### src/rtl/imem_loader.sv
// Host byte-stream to IMEM writer: packs bytes little-endian into 32-bit words,
// writes them from word address 0 upward, and holds the CPU until the image is complete.
module imem_loader #(
  parameter int MEM_WIDTH_LENGTH = 32,
  parameter int ADDR_WIDTH       = 18,
  parameter int MEM_DEPTH        = 1 << 18
) (
  input  logic                        clk,
  input  logic                        rst_n,
  input  logic                        start,
  input  logic [7:0]                  byte_in,
  input  logic                        byte_valid,
  input  logic                        byte_last,
  output logic                        byte_ready,
  output logic                        we,
  output logic [ADDR_WIDTH-1:0]       waddr,
  output logic [MEM_WIDTH_LENGTH-1:0] wdata,
  output logic [ADDR_WIDTH:0]         word_count,
  output logic                        busy,
  output logic                        done,
  output logic                        err,
  output logic                        cpu_hold
);

  localparam logic [ADDR_WIDTH:0] DEPTH_C = (ADDR_WIDTH + 1)'(MEM_DEPTH);
  localparam logic [ADDR_WIDTH:0] ONE_C   = (ADDR_WIDTH + 1)'(1);

  typedef enum logic [2:0] {
    S_IDLE  = 3'd0,
    S_LOAD  = 3'd1,
    S_FLUSH = 3'd2,
    S_DONE  = 3'd3,
    S_ERR   = 3'd4
  } state_t;

  state_t                        state_q;
  logic [1:0]                    byte_idx_q;
  logic [MEM_WIDTH_LENGTH-1:0]   asm_q;
  logic [MEM_WIDTH_LENGTH-1:0]   word_s;
  logic                          accept_s;

  assign byte_ready = (state_q == S_LOAD);
  assign accept_s   = byte_valid & byte_ready;

  // Assembly buffer with the incoming byte merged into its lane; lanes above stay zero.
  always_comb begin
    word_s = asm_q;
    case (byte_idx_q)
      2'd0:    word_s[7:0]   = byte_in;
      2'd1:    word_s[15:8]  = byte_in;
      2'd2:    word_s[23:16] = byte_in;
      2'd3:    word_s[31:24] = byte_in;
      default: word_s        = asm_q;
    endcase
  end

  always_ff @(posedge clk or negedge rst_n) begin
    if (!rst_n) begin
      state_q    <= S_IDLE;
      byte_idx_q <= 2'd0;
      asm_q      <= '0;
      we         <= 1'b0;
      waddr      <= '0;
      wdata      <= '0;
      word_count <= '0;
      busy       <= 1'b0;
      done       <= 1'b0;
      err        <= 1'b0;
      cpu_hold   <= 1'b1;
    end else begin
      we <= 1'b0;
      case (state_q)
        S_IDLE, S_DONE, S_ERR: begin
          if (start) begin
            state_q    <= S_LOAD;
            byte_idx_q <= 2'd0;
            asm_q      <= '0;
            word_count <= '0;
            busy       <= 1'b1;
            done       <= 1'b0;
            err        <= 1'b0;
            cpu_hold   <= 1'b1;
          end else begin
            state_q <= state_q;
          end
        end
        S_LOAD: begin
          if (accept_s) begin
            // Overflow wins over byte_last: the byte is dropped and nothing is written.
            if (word_count == DEPTH_C) begin
              state_q  <= S_ERR;
              busy     <= 1'b0;
              err      <= 1'b1;
              cpu_hold <= 1'b1;
            end else if (byte_last || (byte_idx_q == 2'd3)) begin
              we         <= 1'b1;
              waddr      <= word_count[ADDR_WIDTH-1:0];
              wdata      <= word_s;
              word_count <= word_count + ONE_C;
              asm_q      <= '0;
              byte_idx_q <= 2'd0;
              if (byte_last) begin
                state_q <= S_FLUSH;
              end else begin
                state_q <= S_LOAD;
              end
            end else begin
              asm_q      <= word_s;
              byte_idx_q <= byte_idx_q + 2'd1;
            end
          end else begin
            state_q <= S_LOAD;
          end
        end
        S_FLUSH: begin
          state_q  <= S_DONE;
          busy     <= 1'b0;
          done     <= 1'b1;
          cpu_hold <= 1'b0;
        end
        default: begin
          state_q    <= S_IDLE;
          byte_idx_q <= 2'd0;
          asm_q      <= '0;
          busy       <= 1'b0;
          done       <= 1'b0;
          err        <= 1'b0;
          cpu_hold   <= 1'b1;
        end
      endcase
    end
  end

endmodule

### config.mk
export PLATFORM = sky130hd
export DESIGN_NAME = imem_loader
export DESIGN_NICKNAME = d
export VERILOG_FILES = /design/src/rtl/imem_loader.sv
export SDC_FILE = /design/constraint.sdc
export NUM_CORES = 1
export LEC_CHECK = 0
export CORE_UTILIZATION = 57
export DETAILED_ROUTE_END_ITERATION = 8
export GPL_TIMING_DRIVEN = 0
export PLACE_DENSITY = 0.85
export SLEW_MARGIN = 40
export SYNTH_ARGS = -nofsm -noshare
export SYNTH_HDL_FRONTEND = slang
export SYNTH_SLANG_ARGS = --single-unit
### constraint.sdc
create_clock -name clk -period 4.8 [get_ports clk]
set_input_delay 0.48 -clock clk [delete_from_list [all_inputs] [get_ports clk]]
set_output_delay 0.48 -clock clk [all_outputs]
set_load 0.005 [all_outputs]
==> out/qor.csv, run 1 <==
stage,metric,value,unit
logic_synthesis,synthCells,508,
drt,routed_wl,13400,microns
placed_design,dp_hpwl,9330,microns
power_and_ir_drop,ir_worst_vdd,305,uV
sta,final-max-slew-violation-count,0,
logic_synthesis,netlist-cell-type-count,50,
logic_synthesis,syn_avg_cell_area,10.3,sq um
floorplanning,die-width,97.6,microns
worst_setup_path,critPathKind,reg2reg,
worst_setup_path,r2r_slack,1.97,ns
logic_synthesis,ys_seq_area_share,53.3,%
sta,worst_pin_slew,0.816,ns
sta,fin_ws,1.97,ns
worst_setup_path,r2r_end,wdata[18],
global_routing,antenna_found_initial,0,
clock_network,clk_pin_slew_worst_paths,0.12,ns
floorplanning,die_h,97.6,microns
worst_setup_path,cp-end-kind,register,
sta,setup_violations,0,
clock_network,clock_latency,0.39,ns
worst_setup_path,path_delay_family,buffers and inverters,
logic_synthesis,syn-cell-area,5210,sq um
drt,via_per_inst,6.24,
layout,final_common_cell,dfrtp_1,
clock_network,cts_tree,built,
logic_synthesis,synth_edf_count,0,
logic_synthesis,ys_async_sr_fraction,100,%
worst_setup_path,path_buf_inv,3,
clock_network,clockBufferDepth,2,
sta,finalHoldViolations,1,
placed_design,io_buffers,87,
floorplanning,io_pins,88,
drt,drcViolationCount,4,
global_routing,grt_pass1_wl,22000,microns
layout,num_antenna_cells,0,
global_routing,grt_overflow,0,
layout,areaGrowthSynthToFinish,23.9,%
placed_design,place_congestion,0.895,
floorplanning,rows,34,
job,drv_cap,0,
worst_setup_path,start_kind,register,
layout,nets,626,
worst_setup_path,path_cells,ha_1 > clkbuf_1 > nor2_1 > a211oi_1 > buf_2 > buf_2 > nor2_1 > a31oi_1,
global_routing,first_global_vias,4393,
floorplanning,die_area,9530,sq um
clock_network,cts.sinks,111,
global_routing,grt_max_degree,60,
run_status,violations,"design-rule violations, negative hold slack",
clock_network,post_cts_buffers,0,
run_status,outcome,finished with violations,
drt,drtPass1Iterations,7,
layout,stdcell_count,720,
logic_synthesis,ys_ff_latch,111,
worst_setup_path,cp.required,5.10,ns
sta,fmax,0.354,GHz
drt,ant_nets,0,
sta,min_period,2.83,ns
placed_design,dp.cells,704,
logic_synthesis,synthFlopType,dfrtp_1,
sta,finalClockSkew,0.0213,ns
layout,drive_gt1_share,7.52,%
global_routing,grtUsageTotal,29.5,%
clock_network,htreeDepth,3,
worst_setup_path,slowest_delay,0.56,ns
worst_setup_path,worst-r2r-cell-count,8,
clock_network,cts-root-buf,clkbuf_8,
logic_synthesis,synth_nets,527,
worst_setup_path,path_depth,8,
power_and_ir_drop,leakage,2.96,nW
power_and_ir_drop,powerDensity,493,nW/um^2
drt,routedWlPerCell,18.7,microns
placed_design,pre_cts_slack,2.03,ns
floorplanning,coreArea,8810,sq um
worst_setup_path,crit_fanout,10,
worst_setup_path,slowest_stage,a211oi_1,
worst_hold_path,worst_hold_path_type,in2async,
sta,whs,-0.00314,ns
worst_setup_path,worstPathArrival,3.13,ns
worst_setup_path,rr_startpoint,byte_idx_q[0],
layout,final_cell_mix,"110 x dfrtp_1, 86 x clkdlybuf4s50_1, 71 x nor2_1",
clock_network,ctsResizeCount,0,
sta,fin_crit_sh,58.9,%
sta,relSlewSlack,45.2,%
floorplanning,start_util,59.2,%
sta,rsz0062_at_grt,false,
clock_network,cts_hold_buf,0,
clock_network,cts_buffers,9,
drt,initialDrtViolationCount,317,
drt,vias,4496,
logic_synthesis,ys_warn_count,0,
## how the worst max path moves through the flow
stage	start	slack, ns	endpoint
2_1_floorplan	word_count[12]	2.62	busy
3_3_place_gp	rst_n	-0.83	wdata[12]
3_5_place_dp	byte_idx_q[0]	2.03	wdata[18]
4_1_cts	byte_idx_q[0]	1.99	wdata[18]
5_1_grt	byte_idx_q[0]	1.83	wdata[16]
6_report	byte_idx_q[0]	1.97	wdata[18]
## state kept, by name, summed over array words and instances (netlist names)
signal / flops
cpu_hold: 1
waddr: 18
busy: 1
done: 1
word_count: 19
state_q: 3
asm_q: 32
wdata: 32
we: 1
byte_idx_q: 2
err: 1
## synthesized netlist by cell type, types with 2 or more instances
cell | instances | area share [%]
mux2_1 | 18 | 3.9
nor2b_1 | 12 | 1.4
or4_4 | 2 | 0.43
nor2_1 | 71 | 5.1
inv_1 | 6 | 0.43
clkbuf_1 | 14 | 1.0
nand2b_1 | 26 | 3.1
dfrtp_1 | 110 | 53
buf_6 | 4 | 0.86
a31oi_1 | 30 | 3.6
nand3_1 | 6 | 0.58
buf_2 | 13 | 1.2
a211oi_1 | 2 | 0.29
ha_1 | 6 | 1.4
or4b_1 | 3 | 0.58
nand4_1 | 3 | 0.36
xnor2_1 | 3 | 0.50
a211o_1 | 22 | 3.7
o21ai_1 | 7 | 0.67
mux2i_1 | 12 | 2.3
a21o_1 | 2 | 0.29
o21ai_0 | 2 | 0.19
or4_1 | 7 | 1.0
and3_1 | 3 | 0.36
and3b_1 | 2 | 0.34
a21oi_1 | 18 | 1.7
a22o_1 | 2 | 0.34
o31ai_1 | 7 | 1.0
a41o_1 | 4 | 0.77
nor4_1 | 3 | 0.36
nor3_1 | 29 | 2.8
nand2_1 | 41 | 3.0
## report_power, final
part / internal (W) / total, W / switching, W
Combinational: 0.000620 / 0.00127 / 0.000647
Sequential: 0.00118 / 0.00135 / 0.000165
Clock: 0.000228 / 0.000571 / 0.000343
Total: 0.00203 / 0.00319 / 0.00116
## area by class of cell
class	instances	area, sq um
flip-flops and latches	111	2780
fillers	621	2350
multi-input cells	359	2250
repair buffers	88	903
plain buffers	31	163
clock buffers	11	151
well taps	108	135
clock inverters	5	51.3
inverters	7	26.3
## metal layers
layer / share of wire, % / track usage [%] / vias to the layer above
met5: 0 / 0 / -
met4: 2.4 / 12.5 / 0
met3: 6.6 / 3.96 / 34
met2: 48 / 47.1 / 216
met1: 43 / 40.9 / 2226
li1: - / - / 2020
## worst reg2reg max path: cells and delay by family, from the launching register on
| kind | cells | cell delay (ns) |
|---|---|---|
| buf+inv | 3 | 1.20 |
| compound gates | 2 | 0.72 |
| flops | 1 | 0.43 |
| simple gates | 2 | 0.20 |
| fa+ha+maj | 1 | 0.19 |
## metrics by stage
step	utilization (%)	TNS, ns	power, W	hold slack [ns]	cell area (sq um)
floorplan	-	0	0.00200	0.184	5210
global placement	70.6	-90.92	0.00255	0.464	6220
detailed placement	71.0	0	0.00261	0.441	6250
CTS	73.3	0	0.00318	0.0216	6450
global route	73.3	0	0.00336	0.0409	6460
finish	73.3	0	0.00319	-0.00314	6460
## cells by family after synthesis
kind of cell	share of synthesized area, %
simple gates	21.3
fa+ha+maj	1.44
buf+inv	3.62
compound gates	13.6
xor+xnor	0.504
mux	6.19
flops	53.3
Power figures use the tool's default switching activity.
==> inputs of run 2 (changes only) <==
--- a/config.mk
+++ b/config.mk
@@ -5,10 +5,10 @@
 export SDC_FILE = /design/constraint.sdc
 export NUM_CORES = 1
 export LEC_CHECK = 0
-export CORE_UTILIZATION = 57
+export CORE_UTILIZATION = 48
 export DETAILED_ROUTE_END_ITERATION = 8
 export GPL_TIMING_DRIVEN = 0
-export PLACE_DENSITY = 0.85
+export PLACE_DENSITY = 0.76
 export SLEW_MARGIN = 40
 export SYNTH_ARGS = -nofsm -noshare
 export SYNTH_HDL_FRONTEND = slang
==> constraint.sdc (replaced) <==
create_clock -name clk -period 2.5 [get_ports clk]
set_input_delay 0.25 -clock clk [delete_from_list [all_inputs] [get_ports clk]]
set_output_delay 0.25 -clock clk [all_outputs]
set_load 0.005 [all_outputs]
==> run 2 against run 1 <==
Effect of this change: the flow now finishes without violations; die area is 18% higher; maximum frequency is 17% higher; critical endpoint is now busy; wire length is 1.6% lower; register-to-register slack worse by 1.9 ns.
==> out/qor.csv, run 2 (synthesis gave the netlist of run 1 again) <==
stage,metric,value,unit,change
run_status,outcome,"complete, no violations",,was finished with violations
floorplanning,die_area,11300,sq um,was 9530 sq um
drt,routed_wl,13200,microns,was 13400 microns
global_routing,grt_overflow,0,,unchanged
drt,ant_nets,0,,unchanged
global_routing,grtUsageTotal,24.5,%,was 29.5%
power_and_ir_drop,leakage,2.98,nW,was 2.96 nW
clock_network,clk_pin_slew_worst_paths,0.11,ns,was 0.12 ns
layout,seqCellArea,2780,sq um,about the same
clock_network,cts.sinks,111,,unchanged
worst_setup_path,cp.required,2.76,ns,was 5.10 ns
clock_network,cts-root-buf,clkbuf_8,,unchanged
floorplanning,die_h,106,microns,was 97.6 microns
sta,setup_violations,0,,unchanged
placed_design,place_congestion,0.846,,was 0.895
worst_setup_path,crit_fanout,8,,was 10
worst_setup_path,start_kind,register,,unchanged
drt,via_per_inst,5.82,,was 6.24
floorplanning,coreArea,10400,sq um,was 8810 sq um
sta,finalClockSkew,0.0146,ns,was 0.0213 ns
layout,final_cell_mix,"108 x dfrtp_1, 86 x clkdlybuf4s50_1, 70 x nor2_1",,"was 110 x dfrtp_1, 86 x clkdlybuf4s50_1, 71 x nor2_1"
worst_setup_path,slowest_delay,0.64,ns,was 0.56 ns
layout,nFillCells,864,,was 621
clock_network,clock_latency,0.37,ns,was 0.39 ns
sta,finalHoldViolations,0,,was 1
layout,stdcell_count,750,,was 720
worst_setup_path,cp-end-kind,register,,unchanged
floorplanning,start_util,50.0,%,was 59.2%
layout,num_antenna_cells,0,,unchanged
drt,drcViolationCount,0,,was 4
drt,vias,4364,,was 4496
global_routing,first_global_vias,4228,,was 4393
drt,drtPass1Iterations,5,,was 7
clock_network,cts_buffers,9,,unchanged
sta,final-max-slew-violation-count,0,,unchanged
layout,nets,628,,was 626
layout,drive_gt1_share,9.28,%,was 7.52%
sta,relSlewSlack,47.4,%,was 45.2%
worst_setup_path,path_cells,or4_1 > or4_4 > nor3_4 > nand2_2 > a311o_1,,was ha_1 > clkbuf_1 > nor2_1 > a211oi_1 > buf_2 > buf_2 > nor2_1 > a31oi_1
drt,routedWlPerCell,17.6,microns,was 18.7 microns
placed_design,dp_hpwl,9350,microns,was 9330 microns
power_and_ir_drop,power.total,0.00618,W,was 0.00319 W
power_and_ir_drop,ir_worst_vdd,479,uV,was 305 uV
worst_setup_path,slowest_stage,or4_1,,was a211oi_1
power_and_ir_drop,powerDensity,941,nW/um^2,was 493 nW/um^2
clock_network,clockBufferDepth,2,,unchanged
layout,multi_input_area,2290,sq um,was 2250 sq um
floorplanning,rows,37,,was 34
floorplanning,die-width,106,microns,was 97.6 microns
layout,areaGrowthSynthToFinish,25.9,%,was 23.9%
global_routing,grt_pass1_wl,21700,microns,was 22000 microns
drt,initialDrtViolationCount,240,,was 317
floorplanning,io_pins,88,,unchanged
global_routing,grt_max_degree,58,,was 60
job,drv_cap,0,,unchanged
global_routing,antenna_found_initial,0,,unchanged
sta,fin_crit_sh,96.6,%,was 58.9%
worst_setup_path,worstPathArrival,2.67,ns,was 3.13 ns
worst_setup_path,critPathKind,reg2reg,,unchanged
placed_design,dp.cells,732,,was 704
placed_design,io_buffers,87,,unchanged
worst_hold_path,worst_hold_path_type,in2async,,unchanged
layout,reg_top3,"asm_q (32), wdata (32), word_count (19)",,unchanged
sta,worst_pin_slew,0.784,ns,was 0.816 ns
clock_network,cts_tree,built,,unchanged
clock_network,htreeDepth,3,,unchanged
sta,fmax,0.414,GHz,was 0.354 GHz
layout,final_common_cell,dfrtp_1,,unchanged
sta,min_period,2.42,ns,was 2.83 ns
==> run 2: repair_timing <==
action                     in CTS  in global routing
setup endpoints to repair      72                 52
resized for setup               3                 17
hold endpoints to repair       53                  0
pin swaps                       0                  2
buffers inserted                0                  1
hold buffers                    1                  0
==> run 2: worst max-delay path: cells and delay by family (launching register included) <==
family / cells / cell delay (ns)
AND/OR/NAND/NOR: 4 / 1.48
flip-flops: 1 / 0.48
AO/OA/AOI/OAI: 1 / 0.35
==> run 2: power by group <==
group          leakage [nW]  internal [W]  switching, W
clock network         0.101      0.000501      0.000622
registers              1.45       0.00227      0.000312
logic                  1.43       0.00123       0.00124
total                  2.98       0.00401       0.00217
==> run 2: per-stage QoR <==
| step | hold WS [ns] | setup TNS, ns | cell area, sq um | utilization (%) | setup WS [ns] |
|---|---|---|---|---|---|
| finish | 0.363 | 0 | 6570 | 63.0 | 0.0847 |
| global route | 0.396 | -0.0786 | 6570 | 63.0 | -0.0119 |
| CTS | 0.384 | 0 | 6510 | 62.5 | 0.00659 |
| detailed placement | 0.199 | -8.08 | 6290 | 60.3 | -0.245 |
| global placement | 0.465 | -338.70 | 6250 | 60.0 | -2.98 |
| floorplan | -0.0456 | 0 | 5210 | - | 0.323 |
==> run 2: cell type report <==
type	instances	share of cell area, %
Sequential cell	111	42.4
Timing Repair Buffer	90	14.0
Buffer	31	2.63
Inverter	7	0.400
Clock buffer	11	2.15
Clock inverter	5	0.972
Tap cell	136	2.59
Multi-Input combinational cell	359	34.9
==> run 2: worst paths after layout <==
kind	start	end	slack (ns)	depth (start not counted)
max in group asynchronous	rst_n	word_count[0]	1.51	3
hold / removal	rst_n	waddr[9]	0.36	2
setup reg to reg	word_count[7]	busy	0.08	5
hold reg to reg	waddr[14]	waddr[14]	0.49	1
min in group clk	waddr[14]	waddr[14]	0.49	1
setup / recovery	word_count[7]	busy	0.08	5
==> run 2: metal layers <==
layer / up-vias / routed length, microns / track usage, %
li1: 2020 / - / -
met1: 2157 / 5750 / 34.9
met2: 159 / 6400 / 38.2
met3: 28 / 835 / 5.27
met4: 0 / 244 / 6.25
met5: - / 0 / 0
